===== src/rtl/lockpick_result_sink.sv =====
// Lockpick result sink: captures the game's serial result frames, checks each
// byte against the pattern implied by the frame status, and keeps verdicts and
// saturating event counters for board-level readout.
module lockpick_result_sink #(
  parameter int unsigned FRAME_BYTES = 32,
  parameter int unsigned CNT_W       = 8
) (
  input  logic                           clk,
  input  logic                           rst_n,
  input  logic                           in_valid,
  input  logic [7:0]                     in_data,
  input  logic [1:0]                     in_status,
  input  logic                           clr_counts,
  input  logic [$clog2(FRAME_BYTES)-1:0] rd_addr,
  output logic [7:0]                     rd_data,
  output logic                           frame_done,
  output logic                           frame_ok,
  output logic [1:0]                     frame_code,
  output logic                           frame_trunc,
  output logic [CNT_W-1:0]               win_count,
  output logic [CNT_W-1:0]               err_count,
  output logic [CNT_W-1:0]               lock_count,
  output logic [CNT_W-1:0]               bad_count
);

  localparam int unsigned      IDX_W     = $clog2(FRAME_BYTES);
  localparam logic [IDX_W-1:0] LAST_IDX  = IDX_W'(FRAME_BYTES - 1);
  localparam logic [1:0]       CODE_NONE = 2'b00;
  localparam logic [1:0]       CODE_ERR  = 2'b01;
  localparam logic [1:0]       CODE_WIN  = 2'b10;
  localparam logic [1:0]       CODE_LOCK = 2'b11;

  typedef enum logic [1:0] {
    ST_IDLE    = 2'd0,
    ST_CAPTURE = 2'd1,
    ST_CLOSE   = 2'd2,
    ST_DRAIN   = 2'd3
  } state_e;

  state_e             state_q;
  logic [1:0]         code_q;
  logic [IDX_W-1:0]   idx_q;
  logic               mismatch_q;
  logic [7:0]         buf_q [FRAME_BYTES];

  logic [7:0]         rd_data_q;
  logic               frame_done_q;
  logic               frame_ok_q;
  logic [1:0]         frame_code_q;
  logic               frame_trunc_q;
  logic [CNT_W-1:0]   win_q;
  logic [CNT_W-1:0]   err_q;
  logic [CNT_W-1:0]   lock_q;
  logic [CNT_W-1:0]   bad_q;

  logic               wr_en_c;
  logic [IDX_W-1:0]   wr_addr_c;
  logic [1:0]         byte_code_c;
  logic               byte_mis_c;
  logic               mis_acc_c;

  // Pattern byte for a given status code and index parity
  function automatic logic [7:0] expected_byte(input logic [1:0] code, input logic odd);
    logic [7:0] val;
    case (code)
      CODE_WIN:  val = odd ? 8'hFA : 8'hCE;
      CODE_LOCK: val = odd ? 8'hDE : 8'hAD;
      CODE_ERR:  val = odd ? 8'hBA : 8'hD0;
      default:   val = 8'h00;
    endcase
    return val;
  endfunction

  // Counter increment that sticks at all-ones
  function automatic logic [CNT_W-1:0] sat_inc(input logic [CNT_W-1:0] v);
    return (&v) ? v : v + CNT_W'(1);
  endfunction

  // Write address/enable and per-byte mismatch for the incoming byte
  always_comb begin
    wr_en_c     = 1'b0;
    wr_addr_c   = idx_q;
    byte_code_c = code_q;
    if (state_q == ST_IDLE) begin
      wr_addr_c   = '0;
      byte_code_c = in_status;
    end
    if (in_valid && (state_q == ST_IDLE || state_q == ST_CAPTURE)) begin
      wr_en_c = 1'b1;
    end
    // In IDLE the code is taken from in_status, so the status term is inert there
    byte_mis_c = (in_data != expected_byte(byte_code_c, wr_addr_c[0]))
               || (byte_code_c == CODE_NONE)
               || (in_status != byte_code_c);
    mis_acc_c  = mismatch_q | byte_mis_c;
  end

  // Frame buffer storage (not reset)
  always_ff @(posedge clk) begin
    if (wr_en_c) begin
      buf_q[wr_addr_c] <= in_data;
    end
  end

  // Frame FSM, verdict outputs and registered buffer read
  always_ff @(posedge clk or negedge rst_n) begin
    if (!rst_n) begin
      state_q       <= ST_IDLE;
      code_q        <= 2'b00;
      idx_q         <= '0;
      mismatch_q    <= 1'b0;
      rd_data_q     <= 8'h00;
      frame_done_q  <= 1'b0;
      frame_ok_q    <= 1'b0;
      frame_code_q  <= 2'b00;
      frame_trunc_q <= 1'b0;
    end else begin
      rd_data_q    <= buf_q[rd_addr];
      frame_done_q <= 1'b0;
      case (state_q)
        ST_IDLE: begin
          if (in_valid) begin
            code_q     <= in_status;
            idx_q      <= IDX_W'(1);
            mismatch_q <= byte_mis_c;
            state_q    <= ST_CAPTURE;
          end
        end
        ST_CAPTURE: begin
          if (in_valid) begin
            mismatch_q <= mis_acc_c;
            idx_q      <= idx_q + IDX_W'(1);
            if (idx_q == LAST_IDX) begin
              // Verdict lands together with frame_done in the CLOSE cycle
              state_q       <= ST_CLOSE;
              frame_done_q  <= 1'b1;
              frame_ok_q    <= !mis_acc_c;
              frame_code_q  <= code_q;
              frame_trunc_q <= 1'b0;
            end
          end else begin
            state_q       <= ST_CLOSE;
            frame_done_q  <= 1'b1;
            frame_ok_q    <= 1'b0;
            frame_code_q  <= code_q;
            frame_trunc_q <= 1'b1;
          end
        end
        ST_CLOSE: begin
          if (in_valid) begin
            // Byte beyond the frame end: demote the verdict to an overrun
            frame_ok_q    <= 1'b0;
            frame_trunc_q <= 1'b1;
            state_q       <= ST_DRAIN;
          end else begin
            state_q <= ST_IDLE;
          end
        end
        ST_DRAIN: begin
          if (!in_valid) begin
            state_q <= ST_IDLE;
          end
        end
        default: state_q <= ST_IDLE;
      endcase
    end
  end

  // Event counters: settled as CLOSE ends so an overrun counts only as bad
  always_ff @(posedge clk or negedge rst_n) begin
    if (!rst_n) begin
      win_q  <= '0;
      err_q  <= '0;
      lock_q <= '0;
      bad_q  <= '0;
    end else if (clr_counts) begin
      win_q  <= '0;
      err_q  <= '0;
      lock_q <= '0;
      bad_q  <= '0;
    end else if (state_q == ST_CLOSE) begin
      if (frame_ok_q && !in_valid) begin
        case (code_q)
          CODE_WIN:  win_q  <= sat_inc(win_q);
          CODE_ERR:  err_q  <= sat_inc(err_q);
          CODE_LOCK: lock_q <= sat_inc(lock_q);
          default:   bad_q  <= sat_inc(bad_q);
        endcase
      end else begin
        bad_q <= sat_inc(bad_q);
      end
    end
  end

  assign rd_data     = rd_data_q;
  assign frame_done  = frame_done_q;
  assign frame_ok    = frame_ok_q;
  assign frame_code  = frame_code_q;
  assign frame_trunc = frame_trunc_q;
  assign win_count   = win_q;
  assign err_count   = err_q;
  assign lock_count  = lock_q;
  assign bad_count   = bad_q;

endmodule

===== config.mk =====
export PLATFORM = sky130hd
export DESIGN_NAME = lockpick_result_sink
export DESIGN_NICKNAME = d
export VERILOG_FILES = /design/src/rtl/lockpick_result_sink.sv
export SDC_FILE = /design/constraint.sdc
export NUM_CORES = 1
export LEC_CHECK = 0
export ABC_AREA = 1
export CAP_MARGIN = 20
export CORE_MARGIN = 1.5
export CORE_UTILIZATION = 55
export CTS_CLUSTER_DIAMETER = 200
export DETAILED_ROUTE_END_ITERATION = 12
export PLACE_DENSITY = 0.73
export SLEW_MARGIN = 20
export SYNTH_ARGS = -nofsm -noshare
export SYNTH_HDL_FRONTEND = slang
export SYNTH_SLANG_ARGS = --single-unit

===== constraint.sdc =====
create_clock -name clk -period 4.4 [get_ports clk]
set_clock_uncertainty 0.05 [all_clocks]
set_input_delay 0.44 -clock clk [delete_from_list [all_inputs] [get_ports clk]]
set_output_delay 0.44 -clock clk [all_outputs]
set_load 0.03 [all_outputs]

==> results of run 1 <==
[kinds of logic (layout without fill, tap and decap cells)]
family	after synthesis	after routing	synth area share
xor+xnor	2	2	0.00135
compound gates	278	278	0.130
simple gates	395	395	0.129
flops	311	311	0.698
fa+ha+maj	6	6	0.00578
buf+inv	118	202	0.0354
[area by class of cell]
type / instances / area (um^2)
Clock inverter: 12 / 134
Sequential cell: 311 / 9060
Clock buffer: 44 / 865
Timing Repair Buffer: 82 / 767
Inverter: 64 / 241
Multi-Input combinational cell: 681 / 3460
Tap cell: 319 / 399
Fill cell: 1810 / 8410
[power by group]
part	switching [mW]	total [mW]	leakage, nW	internal [mW]
registers	0.0673	3.35	3.02	3.28
clock network	1.04	2.57	0.497	1.53
logic	0.481	0.681	1.67	0.200
total	1.59	6.60	5.19	5.01
[synth_stat cells (all sizes together)]
library cell	n	area [um^2]
o211ai	1	7.51
clkbuf	42	158
buf	12	61.3
o21bai	1	7.51
a32oi	1	8.76
nor2	202	771
nand2	96	390
dfrtp	55	1380
and2	1	6.26
ha	6	75.1
clkinv	2	7.51
nand4	11	68.8
a22oi	3	22.5
inv	62	233
o21ai	176	922
nand3	66	335
xor2	2	17.5
nor4	2	12.5
nor3	14	70.1
o31ai	1	7.51
a21oi	20	100
o22ai	10	62.6
o21a	10	75.1
o221ai	52	455
a31oi	3	18.8
nand3b	3	22.5
edfxtp	256	7690
[timing repair]
item / CTS / global route
hold buffers: 1 / 0
buffers inserted: 0 / 0
endpoints found under the hold margin: 12 / 0
[registers in the layout, summed over array words and instances, names as in the netlist]
register,flops
frame_ok,1
frame_trunc,1
win_count,8
bad_count,8
idx_q,5
frame_done,1
mismatch_q,1
err_count,8
frame_code,2
buf_q,256
lock_count,8
code_q,2
state_q,2
rd_data,8
[per-stage QoR]
step,hold slack [ns],worst slack (ns),instances
3_5_place_dp,0.291,1.07,1456
4_1_cts,0.251,1.66,1513
3_3_place_gp,0.291,1.20,1456
2_1_floorplan,0.0944,2.41,1110
6_report,0.252,1.55,1513
5_1_grt,0.277,1.42,1513
[path summary, 6_finish.rpt]
check	from	endpoint	cells after the start
setup / recovery	state_q[0]$_DFFE_PN0P_	buf_q[31][6]$_DFFE_PP_	6
hold / removal	rst_n	err_count[5]$_DFFE_PN0P_	2
setup reg to reg	state_q[0]$_DFFE_PN0P_	buf_q[31][6]$_DFFE_PP_	6
hold reg to reg	mismatch_q$_DFFE_PN0P_	mismatch_q$_DFFE_PN0P_	2
max in group asynchronous	rst_n	rd_data[7]$_DFF_PN0_	3
min in group clk	mismatch_q$_DFFE_PN0P_	mismatch_q$_DFFE_PN0P_	2
[routing by layer]
metal	up-vias	track usage	routed length, um
met3	75	0.0490	2950
met1	4315	0.370	13100
met2	436	0.424	14900
li1	4159	-	-
met4	0	0.0939	1040
met5	-	0	0
[cell usage in the layout (no fill, tap or decap), drive strengths merged, types with 12 or more instances in the layout]
cell type | netlist | routed
a21oi | 20 | 20
buf | 12 | 21
clkbuf | 42 | 44
clkdlybuf4s50 | 0 | 60
clkinv | 2 | 12
dfrtp | 55 | 55
edfxtp | 256 | 256
inv | 62 | 61
nand2 | 96 | 96
nand3 | 66 | 66
nor2 | 202 | 202
nor3 | 14 | 14
o21ai | 176 | 176
o221ai | 52 | 52
[worst max-delay path, cell delays in order (launching register included)]
cell     delay (ns)
dfrtp_1        0.40
inv_1          0.14
nor2_1         0.14
inv_1          0.09
nor2_1         0.27
nand3_1        0.63
nor2_1         0.76
==> flow_summary.json, run 1 <==
{
  "outcome": "finished, final reports clean",
  "drive_gt1_frac": 0.0695,
  "drt-total-wl_um": 31900,
  "antenna_found_initial": 0,
  "tightest_slew_ns": 1.04,
  "worstPathRequired_ns": 4.53,
  "synthCells": 1110,
  "pin_count": 64,
  "grt_max_degree": 131,
  "arrival_ns": 2.98,
  "drcViolationCount": 0,
  "rsz0062_at_grt": "false",
  "p_per_area_nw_per_um2": 442,
  "hold_path.class": "in -> async",
  "via_per_inst": 5.94,
  "synth_nets": 1135,
  "crit_type": "reg -> reg",
  "cts-htree-levels": 1,
  "finalPower_mw": 6.60,
  "yosys.cell_types.count": 38,
  "finalHoldViolations": 0,
  "core_um2": 23300,
  "setup-tns-final_ns": 0,
  "seq_area_frac_synth": 0.698,
  "grt_usage": 0.266,
  "ant_nets": 0,
  "final_util": 0.640,
  "setup_viol": 0,
  "cts_root_buf": "clkbuf_16",
  "fin_crit_ns": 2.85,
  "worstSkewPairLatency_ns": 0.55,
  "die_h_um": 157,
  "ff2ff_setup_slack_ns": 1.55,
  "drtIter0Drc": 939,
  "min_period_over_period": 0.648,
  "cts_resized": 0,
  "clockBufferDepth": 3,
  "firstDrtPassIters": 5,
  "avgRoutedWirePerCell_um": 21.1,
  "synth-seq-cells": 311,
  "initial_utilization": 0.556,
  "clkTransAtPathRegs_ns": 0.06,
  "drv_cap": 0,
  "peakVddDrop_uv": 389,
  "die_w_um": 157,
  "clkSinkCount": 311,
  "timing.slew.headroom": 0.303,
  "via_count": 8985,
  "placed_cell_area_um2": 13900,
  "fmax_ghz": 0.351,
  "cts_tree": "yes",
  "critPathCaptureType": "register",
  "finalInstanceArea_um2": 14900,
  "grt_first_pass_wirelength_um": 48700,
  "n_antenna_cell": 0,
  "cts-buffers-inserted": 30,
  "place_congestion": 0.854,
  "cp_max_fo": 8,
  "std_cell_rows": 56,
  "yosys_warnings": 0,
  "dp_hpwl_um": 19900,
  "final_max_slew_viol_count": 0,
  "syn-cell-area_um2": 13000,
  "syn_area_per_cell_um2": 11.7,
  "fin_nets": 1195,
  "area_growth_pct": 15.0,
  "dieArea_um2": 24500,
  "start_kind": "register",
  "grt_pass1_vias": 8658,
  "portBuffers": 63,
  "overflow": 0,
  "total_leakage_power_nw": 5.19
}
(Power assumes the default switching activity.)
==> run 2: changes to the inputs <==
==> constraint.sdc (replaced) <==
create_clock -name clk -period 2.81 [get_ports clk]
set_clock_uncertainty 0.05 [all_clocks]
set_input_delay 0.281 -clock clk [delete_from_list [all_inputs] [get_ports clk]]
set_output_delay 0.281 -clock clk [all_outputs]
set_load 0.03 [all_outputs]
==> run 2 against run 1 <==
  * Global-route usage grew 0.51 points
  * Via count increased by 2.9%
  * Cell count rose by 2.8%
  * Critical path depth decreased by 5
  * Die area unchanged
  * Final area is 2.3% higher
  * Sequential cell count unchanged
  * Non-clock buffer count grew 44
  * Worst setup slack got worse by 0.81 ns
  * Clock-buffer cell count fell by 8
  * Critical path type is now reg -> out
  * Largest cell class unchanged
==> flow_summary.json, run 2 (synthesis results as in run 1) <==
{
  "crit_family": "buffers and inverters",
  "clkTransAtPathRegs_ns": 0.06,
  "firstDrtPassIters": 6,
  "drcViolationCount": 0,
  "core_um2": 23300,
  "worstSkewPairLatency_ns": 0.55,
  "critPathCaptureType": "output port",
  "fmax_ghz": 0.482,
  "regMostFlops": "buf_q",
  "cp_max_fo": 7,
  "finalHoldViolations": 0,
  "grt_util_met1": 0.391,
  "grt_pass1_vias": 8927,
  "die_h_um": 157,
  "rsz0062_at_grt": "false",
  "arrival_ns": 1.74,
  "cp.buffers_inverters": 1,
  "cts_tree": "yes",
  "cts_resized": 0,
  "setup_viol": 0,
  "post-place-cells": 1500,
  "cts_root_buf": "clkbuf_16",
  "hold_path.class": "in -> reg",
  "worstPathCellList": "clkdlybuf4s50_1",
  "dieArea_um2": 24500,
  "crit_type": "reg -> out",
  "drt-total-wl_um": 32700,
  "p_per_area_nw_per_um2": 680,
  "setup-tns-final_ns": 0,
  "min_period_over_period": 0.739,
  "avgRoutedWirePerCell_um": 21.0,
  "drv_cap": 0,
  "fin_crit_ns": 2.08,
  "antenna_found_initial": 0,
  "via_count": 9246,
  "fillers": 1736,
  "drtIter0Drc": 1111,
  "timing.slew.headroom": 0.383,
  "critPathSlowestCell": "clkdlybuf4s50_1",
  "overflow": 0,
  "initial_utilization": 0.556,
  "largest_register_ff_count": 256,
  "mostFrequentLayoutCell": "edfxtp_1",
  "grt-busiest-layer": "met2",
  "peakVddDrop_uv": 541,
  "worstPathRequired_ns": 2.48,
  "portBuffers": 63,
  "cts_hold_buf": 1,
  "most-common-layout-cells": "edfxtp_1, nor2_1, o21ai_0",
  "critPathMaxStageDelay_ns": 0.72,
  "ant_nets": 0,
  "area_growth_pct": 17.6,
  "clockBufferDepth": 3,
  "die_w_um": 157,
  "outcome": "finished, final reports clean",
  "pin_count": 64,
  "gr-usage-met2": 0.430,
  "tightest_slew_ns": 0.926,
  "total_leakage_power_nw": 5.41,
  "drive_gt1_frac": 0.0994,
  "grt_max_degree": 131,
  "std_cell_rows": 56,
  "cts-buffers-inserted": 31,
  "grt_usage": 0.271,
  "n_antenna_cell": 0,
  "cts-htree-levels": 1,
  "clkSinkCount": 311,
  "final_max_slew_viol_count": 0,
  "dp_hpwl_um": 20400,
  "start_kind": "register",
  "fin_nets": 1240,
  "post_cts_buffers": 0,
  "met3_usage": 0.0354,
  "place_congestion": 0.866,
  "grt_first_pass_wirelength_um": 50100,
  "instances_no_fill": 1556,
  "via_per_inst": 5.94
}
[run 2: cell types whose count changed in the layout (fill, tap and decap cells not counted), moves of 4 or more]
cell / change
clkbuf_1: -4
clkinv_2: -4
buf_4: +43
clkinv_1: +7
clkbuf_8: -4
[run 2: cell type report]
type                       instances  area, um^2  area share
sequential                       311        9060       0.594
timing repair buffer             126        1120      0.0733
clock buffer                      36         795      0.0520
clock inverter                    19         194      0.0127
inverter                          64         241      0.0158
tap                              319         399      0.0261
multi-input combinational        681        3460       0.226
[run 2: worst paths after layout]
kind,startpoint,endpoint,slack (ns),cells after the start
worst max-delay path,lock_count[2]$_DFFE_PN0P_,lock_count[2],0.73,1
max in group asynchronous,rst_n,idx_q[2]$_DFFE_PN0P_,1.65,3
worst min-delay path,in_valid,state_q[0]$_DFFE_PN0P_,0.33,3
worst max register to register,state_q[0]$_DFFE_PN0P_,buf_q[27][0]$_DFFE_PP_,0.76,8
worst min register to register,mismatch_q$_DFFE_PN0P_,mismatch_q$_DFFE_PN0P_,0.43,2
min in group asynchronous,rst_n,err_count[4]$_DFFE_PN0P_,0.36,2
[run 2: where the power goes]
part	total, mW	switching [mW]	leakage (nW)	internal (mW)
combinational	1.12	0.771	1.91	0.344
clock	4.03	1.66	0.477	2.37
sequential	5.23	0.0985	3.02	5.14
[run 2: tightest hold or removal path, delay by kind of cell]
family        cells  cell delay, ns
simple gates      1            0.10
buf+inv           2            0.52
[run 2: routing by layer]
| layer | up-vias | wire [um] |
|---|---|---|
| li1 | 4240 | - |
| met1 | 4435 | 13400 |
| met2 | 502 | 15300 |
| met3 | 69 | 2980 |
| met4 | 0 | 1070 |
| met5 | - | 0 |
[run 2: stage by stage]
stage	util	setup WS [ns]	cell area [um^2]	hold WS [ns]	total power, mW
floorplan	-	0.848	13000	-0.0646	5.94
global placement	0.612	0.583	14300	0.430	6.40
detailed placement	0.612	0.543	14300	0.421	6.42
CTS	0.654	0.730	15300	0.317	10.4
global route	0.654	0.615	15300	0.387	10.7
finish	0.654	0.735	15300	0.334	10.4
==> run 3: changes to the inputs <==
--- a/config.mk
+++ b/config.mk
@@ -8,10 +8,10 @@
 export ABC_AREA = 1
 export CAP_MARGIN = 20
 export CORE_MARGIN = 1.5
-export CORE_UTILIZATION = 55
+export CORE_UTILIZATION = 54
 export CTS_CLUSTER_DIAMETER = 200
 export DETAILED_ROUTE_END_ITERATION = 12
-export PLACE_DENSITY = 0.73
+export PLACE_DENSITY = 0.75
 export SLEW_MARGIN = 20
 export SYNTH_ARGS = -nofsm -noshare
 export SYNTH_HDL_FRONTEND = slang
==> constraint.sdc (replaced) <==
create_clock -name clk -period 1.7 [get_ports clk]
set_clock_uncertainty 0.05 [all_clocks]
set_input_delay 0.17 -clock clk [delete_from_list [all_inputs] [get_ports clk]]
set_output_delay 0.17 -clock clk [all_outputs]
set_load 0.03 [all_outputs]
==> run 3 against run 2 <==
  * Worst setup slack got worse by 0.92 ns
  * Sequential cell count unchanged
  * Highest routed layer unchanged
  * Critical path depth grew 11
  * Global-route usage grew 1.1 points
  * The run now ends with negative setup slack left
  * First-iteration DRC count shrank 17%
==> flow_summary.json, run 3 (synthesis results as in run 1) <==
{
  "mostFrequentLayoutCell": "edfxtp_1",
  "pin_count": 64,
  "avgRoutedWirePerCell_um": 21.5,
  "overflow": 0,
  "area_growth_pct": 31.5,
  "crit_type": "reg -> reg",
  "tightest_slew_ns": 0.429,
  "grt_usage": 0.282,
  "finalHoldViolations": 0,
  "final_max_slew_viol_count": 0,
  "portBuffers": 63,
  "drv_cap": 0,
  "dieArea_um2": 25000,
  "regMostFlops": "buf_q",
  "clockBufferDepth": 3,
  "cts_tree": "yes",
  "cts-buffers-inserted": 34,
  "arrival_ns": 2.22,
  "final_util": 0.725,
  "fmax_ghz": 0.531,
  "grt_first_pass_wirelength_um": 52600,
  "core_um2": 23500,
  "clkSinkCount": 311,
  "place_ws_ns": -0.403,
  "drive_gt1_frac": 0.252,
  "worstPathRequired_ns": 2.04,
  "worstSkewPairLatency_ns": 0.51,
  "cts-htree-levels": 2,
  "largest_register_ff_count": 256,
  "place_congestion": 0.874,
  "clkTransAtPathRegs_ns": 0.06,
  "post-place-cells": 1554,
  "violations": "negative setup slack",
  "die_w_um": 158,
  "initial_utilization": 0.551,
  "fillers": 1541,
  "instances_no_fill": 1645,
  "antenna_found_initial": 0,
  "drcViolationCount": 0,
  "total_leakage_power_nw": 6.27,
  "rsz0062_at_grt": "true",
  "grt_max_degree": 56,
  "most-common-layout-cells": "edfxtp_1, o21ai_0, nor2_1",
  "via_per_inst": 5.97,
  "std_cell_rows": 56,
  "min_period_over_period": 1.11,
  "grt_pass1_vias": 9559,
  "start_kind": "register",
  "fin_nets": 1328,
  "cts_root_buf": "clkbuf_16",
  "n_antenna_cell": 0,
  "drt-total-wl_um": 35300,
  "timing.slew.headroom": 0.714,
  "dp_hpwl_um": 21100,
  "cp_max_fo": 6,
  "critPathCaptureType": "register",
  "setup_viol": 263,
  "outcome": "finished with violations",
  "die_h_um": 158,
  "firstDrtPassIters": 6,
  "drtIter0Drc": 922,
  "ant_nets": 0,
  "hold_ws_ns": 0.154,
  "fin_ws_ns": -0.182,
  "hold_path.class": "in -> async",
  "p_per_area_nw_per_um2": 1090,
  "via_count": 9819,
  "fin_crit_ns": 1.88,
  "peakVddDrop_uv": 755
}
-- run 3: cell count changes in the layout (fill, tap and decap cells not counted), sizes merged, moves of 10 or more --
| cell | before | now |
|---|---|---|
| clkbuf | 36 | 46 |
| buf | 65 | 150 |
| dlygate4sd2 | 0 | 42 |
| clkdlybuf4s50 | 60 | 15 |
-- run 3: routing by layer --
metal / wire [um] / global-route usage / vias up / share of wire
met3: 3100 / 0.0449 / 105 / 0.088
met1: 13700 / 0.377 / 4759 / 0.39
met2: 17200 / 0.470 / 526 / 0.49
met5: 0 / 0 / - / 0
li1: - / - / 4429 / -
met4: 1240 / 0.100 / 0 / 0.035
-- run 3: worst max-delay path, stage by stage, from the launching register on --
cell and delay, ns:
dfrtp_2 0.46, nor2_4 0.25, nand2_2 0.10, nand2_4 0.12, nor2_1 0.06, nor2_2 0.14
nand2_1 0.07, nand2_1 0.07, nand2_1 0.08, nor2_2 0.16, nand3_2 0.08, nand2_1 0.08
nand2_1 0.06
-- run 3: repair_timing --
action                                 in CTS  in global routing
setup buffers                              18                 14
pin swaps                                  21                 34
gates resized for setup                    99                 82
setup endpoints to repair                 326                296
endpoints found under the hold margin      55                  0
hold buffers                                1                  0
-- run 3: where the power goes --
part | switching (mW) | total (mW) | internal [mW]
logic | 1.75 | 2.80 | 1.04
registers | 0.120 | 8.61 | 8.49
clock network | 2.87 | 7.10 | 4.23
-- run 3: path summary, 6_finish.rpt --
kind | start | end | slack, ns | cells after the start
max | state_q[1]$_DFFE_PN0P_ | mismatch_q$_DFFE_PN0P_ | -0.18 | 12
min | rst_n | state_q[0]$_DFFE_PN0P_ | 0.15 | 3
max reg2reg | state_q[1]$_DFFE_PN0P_ | mismatch_q$_DFFE_PN0P_ | -0.18 | 12
min reg2reg | mismatch_q$_DFFE_PN0P_ | mismatch_q$_DFFE_PN0P_ | 0.46 | 2
max in group asynchronous | rst_n | win_count[0]$_DFFE_PN0P_ | 1.16 | 3
min in group clk | in_valid | state_q[0]$_DFFE_PN0P_ | 0.34 | 4
-- run 3: stage by stage --
stage	setup TNS, ns	instance area (um^2)	power (mW)
detailed placement	-67.89	15200	11.1
finish	-20.21	17100	18.5
floorplan	-11.99	13200	9.91
CTS	-3.35	16700	18.2
global placement	-56.41	15200	11.1
global route	-36.50	17100	19.0
-- run 3: area by class of cell --
class | instances | area, um^2 | area share
tap | 319 | 399 | 0.0234
timing repair buffer | 211 | 2200 | 0.129
multi-input combinational | 681 | 4060 | 0.238
inverter | 64 | 241 | 0.0142
clock inverter | 13 | 91.3 | 0.00535
sequential | 311 | 9080 | 0.532
clock buffer | 46 | 991 | 0.0581
==> edit: new RTL, flow settings as in run 3 <==
The parameter `CNT_W` goes from 8 to 9.
--- a/src/rtl/lockpick_result_sink.sv
+++ b/src/rtl/lockpick_result_sink.sv
@@ -4,5 +4,5 @@
 module lockpick_result_sink #(
   parameter int unsigned FRAME_BYTES = 32,
-  parameter int unsigned CNT_W       = 8
+  parameter int unsigned CNT_W       = 9
 ) (
   input  logic                           clk,
Interface: changed (resized bad_count, err_count, lock_count and win_count); port bits go from 64 to 68. The function was not compared with the original's and may differ.
==> edit against run 3 <==
The run still ends with setup timing left. Combinational power is 7.9% lower. Non-clock buffer count grew 59. Highest routed layer unchanged. Cell area rose by 5.5%. Clock power fell by 3%. Power is 2.2% lower. Routed wire length rose by 5.9%. Count of clock-buffer cells in the layout down 4. Largest power group unchanged. Synthesized area grew 2.7%. First-iteration DRC count is 11% higher. Global-route usage up 0.18 points. Sequential cell count is 4 higher. Critical endpoint is now err_count[7]. Worst setup slack lost 160 ps.
==> edit: results (changes against run 3) <==
status: "finished with violations"  # unchanged
violations: "setup timing"  # unchanged
ys_top_cells_by_count: "edfxtp_1 (256), nor2_1 (201), o21ai_0 (175)"  # was edfxtp_1 (256), nor2_1 (199), o21ai_0 (166)
dr.pass1.iters: 6  # unchanged
vdd_ir_drop_max_uv: 700  # was 755 uV
synth_ff_type: "edfxtp_1"  # unchanged
n_antenna_cell: 0  # unchanged
synth-edff-count: 256  # unchanged
io_buffer_count: 67  # was 63
rr_startpoint: "err_count[0]"  # was state_q[1]
first_iter_violations: 1020  # was 922
setup_viol: 284  # was 263
routedWlPerCell_um: 21.5  # about the same
layout-drive-gt1-share: 0.312  # was 0.252
leakage_nw: 6.73  # was 6.27 nW
synth_fp_nets: 1174  # was 1135
post-dp-hpwl_mm: 22.2  # was 21.1 mm
grt_max_degree: 65  # was 56
ys_warn_count: 0  # unchanged
h-tree-depth: 2  # unchanged
hold_path.class: "input pin to asynchronous set/reset pin"  # unchanged
ys_async_sr_fraction: 0.187  # was 0.177
post_drt_via_cell_ratio: 5.97  # about the same
cts_buffer_depth: 3  # unchanged
gp_congestion: 0.872  # was 0.874
synth.avg_cell_area_um2: 11.6  # was 11.7 um^2
antenna_found_initial: 0  # unchanged
grt_pass1_vias: 10200  # was 9559
largest_reg_flops: 256  # unchanged
fin_nets: 1424  # was 1328
final_cells: 1741  # was 1645
grt_pass1_wl_mm: 55.7  # was 52.6 mm
reg2reg_to: "err_count[7]"  # was mismatch_q
largest-register: "buf_q"  # unchanged
fin_setup_tns_ps: -27890  # was -20210 ps
ys_top_cells_by_area: "edfxtp_1 (58%), dfrtp_1 (11%), o21ai_0 (6.6%)"  # was edfxtp_1 (59%), dfrtp_1 (11%), o21ai_0 (6.4%)
seq_area_frac_synth: 0.687  # was 0.698
numCtsBuffers: 34  # unchanged
reg2reg_depth: 15  # was 12
synthDistinctLibCells: 35  # was 38
cts-root-buf: "clkbuf_16"  # unchanged
cp.arrival_ps: 2440  # was 2220 ps
grt_usage: 0.284  # was 0.282
placedCellCount: 1653  # was 1554
cp_max_fo: 3  # was 6
insertion_delay_ps: 520
worst_setup_hold_path_clk_slew_ps: 60  # about the same
fin_ws_ps: -346  # was -182 ps
tightest_slew_ps: 470  # was 429 ps
[edit: cell count changes after synthesis, sizes merged, moves of 6 or more]
cell | before | now
nand2 | 96 | 122
nor2 | 202 | 208
o21a | 10 | 0
nor3 | 14 | 24
[edit: routing by layer]
| layer | vias to the layer above | wire [um] | global-route usage |
|---|---|---|---|
| met5 | - | 0 | 0 |
| met4 | 0 | 1470 | 0.107 |
| met3 | 128 | 3290 | 0.0540 |
| met2 | 549 | 19100 | 0.486 |
| met1 | 5074 | 13500 | 0.359 |
| li1 | 4646 | - | - |
[edit: cell type report]
type                            count  area [um^2]
Clock inverter                     16          109
Clock buffer                       42          912
Fill cell                        1455         6240
Sequential cell                   315         9180
Timing Repair Buffer              270         2590
Inverter                           60          253
Multi-Input combinational cell    714         4560
Tap cell                          324          405
[edit: where the power goes]
group	total, W	internal (W)	switching [W]
Sequential	0.00863	0.00854	0.0000943
Combinational	0.00258	0.000961	0.00162
Clock	0.00691	0.00396	0.00295
Total	0.0181	0.0135	0.00466
[edit: worst max-delay path by stage]
stage                    end          start  slack (ps)  cells after the start
5_1_grt        lock_count[6]  lock_count[1]        -470                     13
3_3_place_gp    buf_q[20][4]       in_valid        -310                      6
2_1_floorplan   win_count[6]   win_count[0]        -380                     14
3_5_place_dp    win_count[6]   win_count[0]        -380                     15
6_report        err_count[7]   err_count[0]        -350                     15
4_1_cts         err_count[7]   err_count[0]        -290                     14
[edit: repair_timing]
item,CTS,global route
gates resized for setup,131,95
hold buffers,1,0
hold endpoints to repair,49,0
buffers inserted,26,14
endpoints found under the setup margin,332,299
pin swaps,49,48
[edit: worst max-delay path, stage by stage (launching register included)]
cell and delay [ps]:
dfrtp_2 420, ha_4 170, inv_2 40, nor3_2 30, nand4_1 80, nor2_2 60, ha_2 180, nor3_4 220
nand2_4 80, nand2_4 110, nand3_4 90, nor2_4 110, nand2_2 80, o21ai_2 120, nand2_1 60, nor2_1 90
[edit: per-stage QoR]
step	setup WS, ps	cell area [um^2]	hold slack [ps]	util	total power (W)
floorplan	-379	13700	-176	-	0.00990
global placement	-306	16100	99.8	0.665	0.0109
detailed placement	-375	16100	108	0.665	0.0110
CTS	-288	17600	105	0.727	0.0179
global route	-475	18000	120	0.743	0.0187
finish	-346	18000	82.1	0.743	0.0181
[edit: cell families (layout without fill, tap and decap cells)]
family,count (synthesis),in the layout,share of synthesized area
AO/OA/AOI/OAI,267,267,0.116
adder cells (fa/ha/maj),10,10,0.00938
flip-flops,315,315,0.687
AND/OR/NAND/NOR,437,437,0.151
buffers and inverters,116,388,0.0360
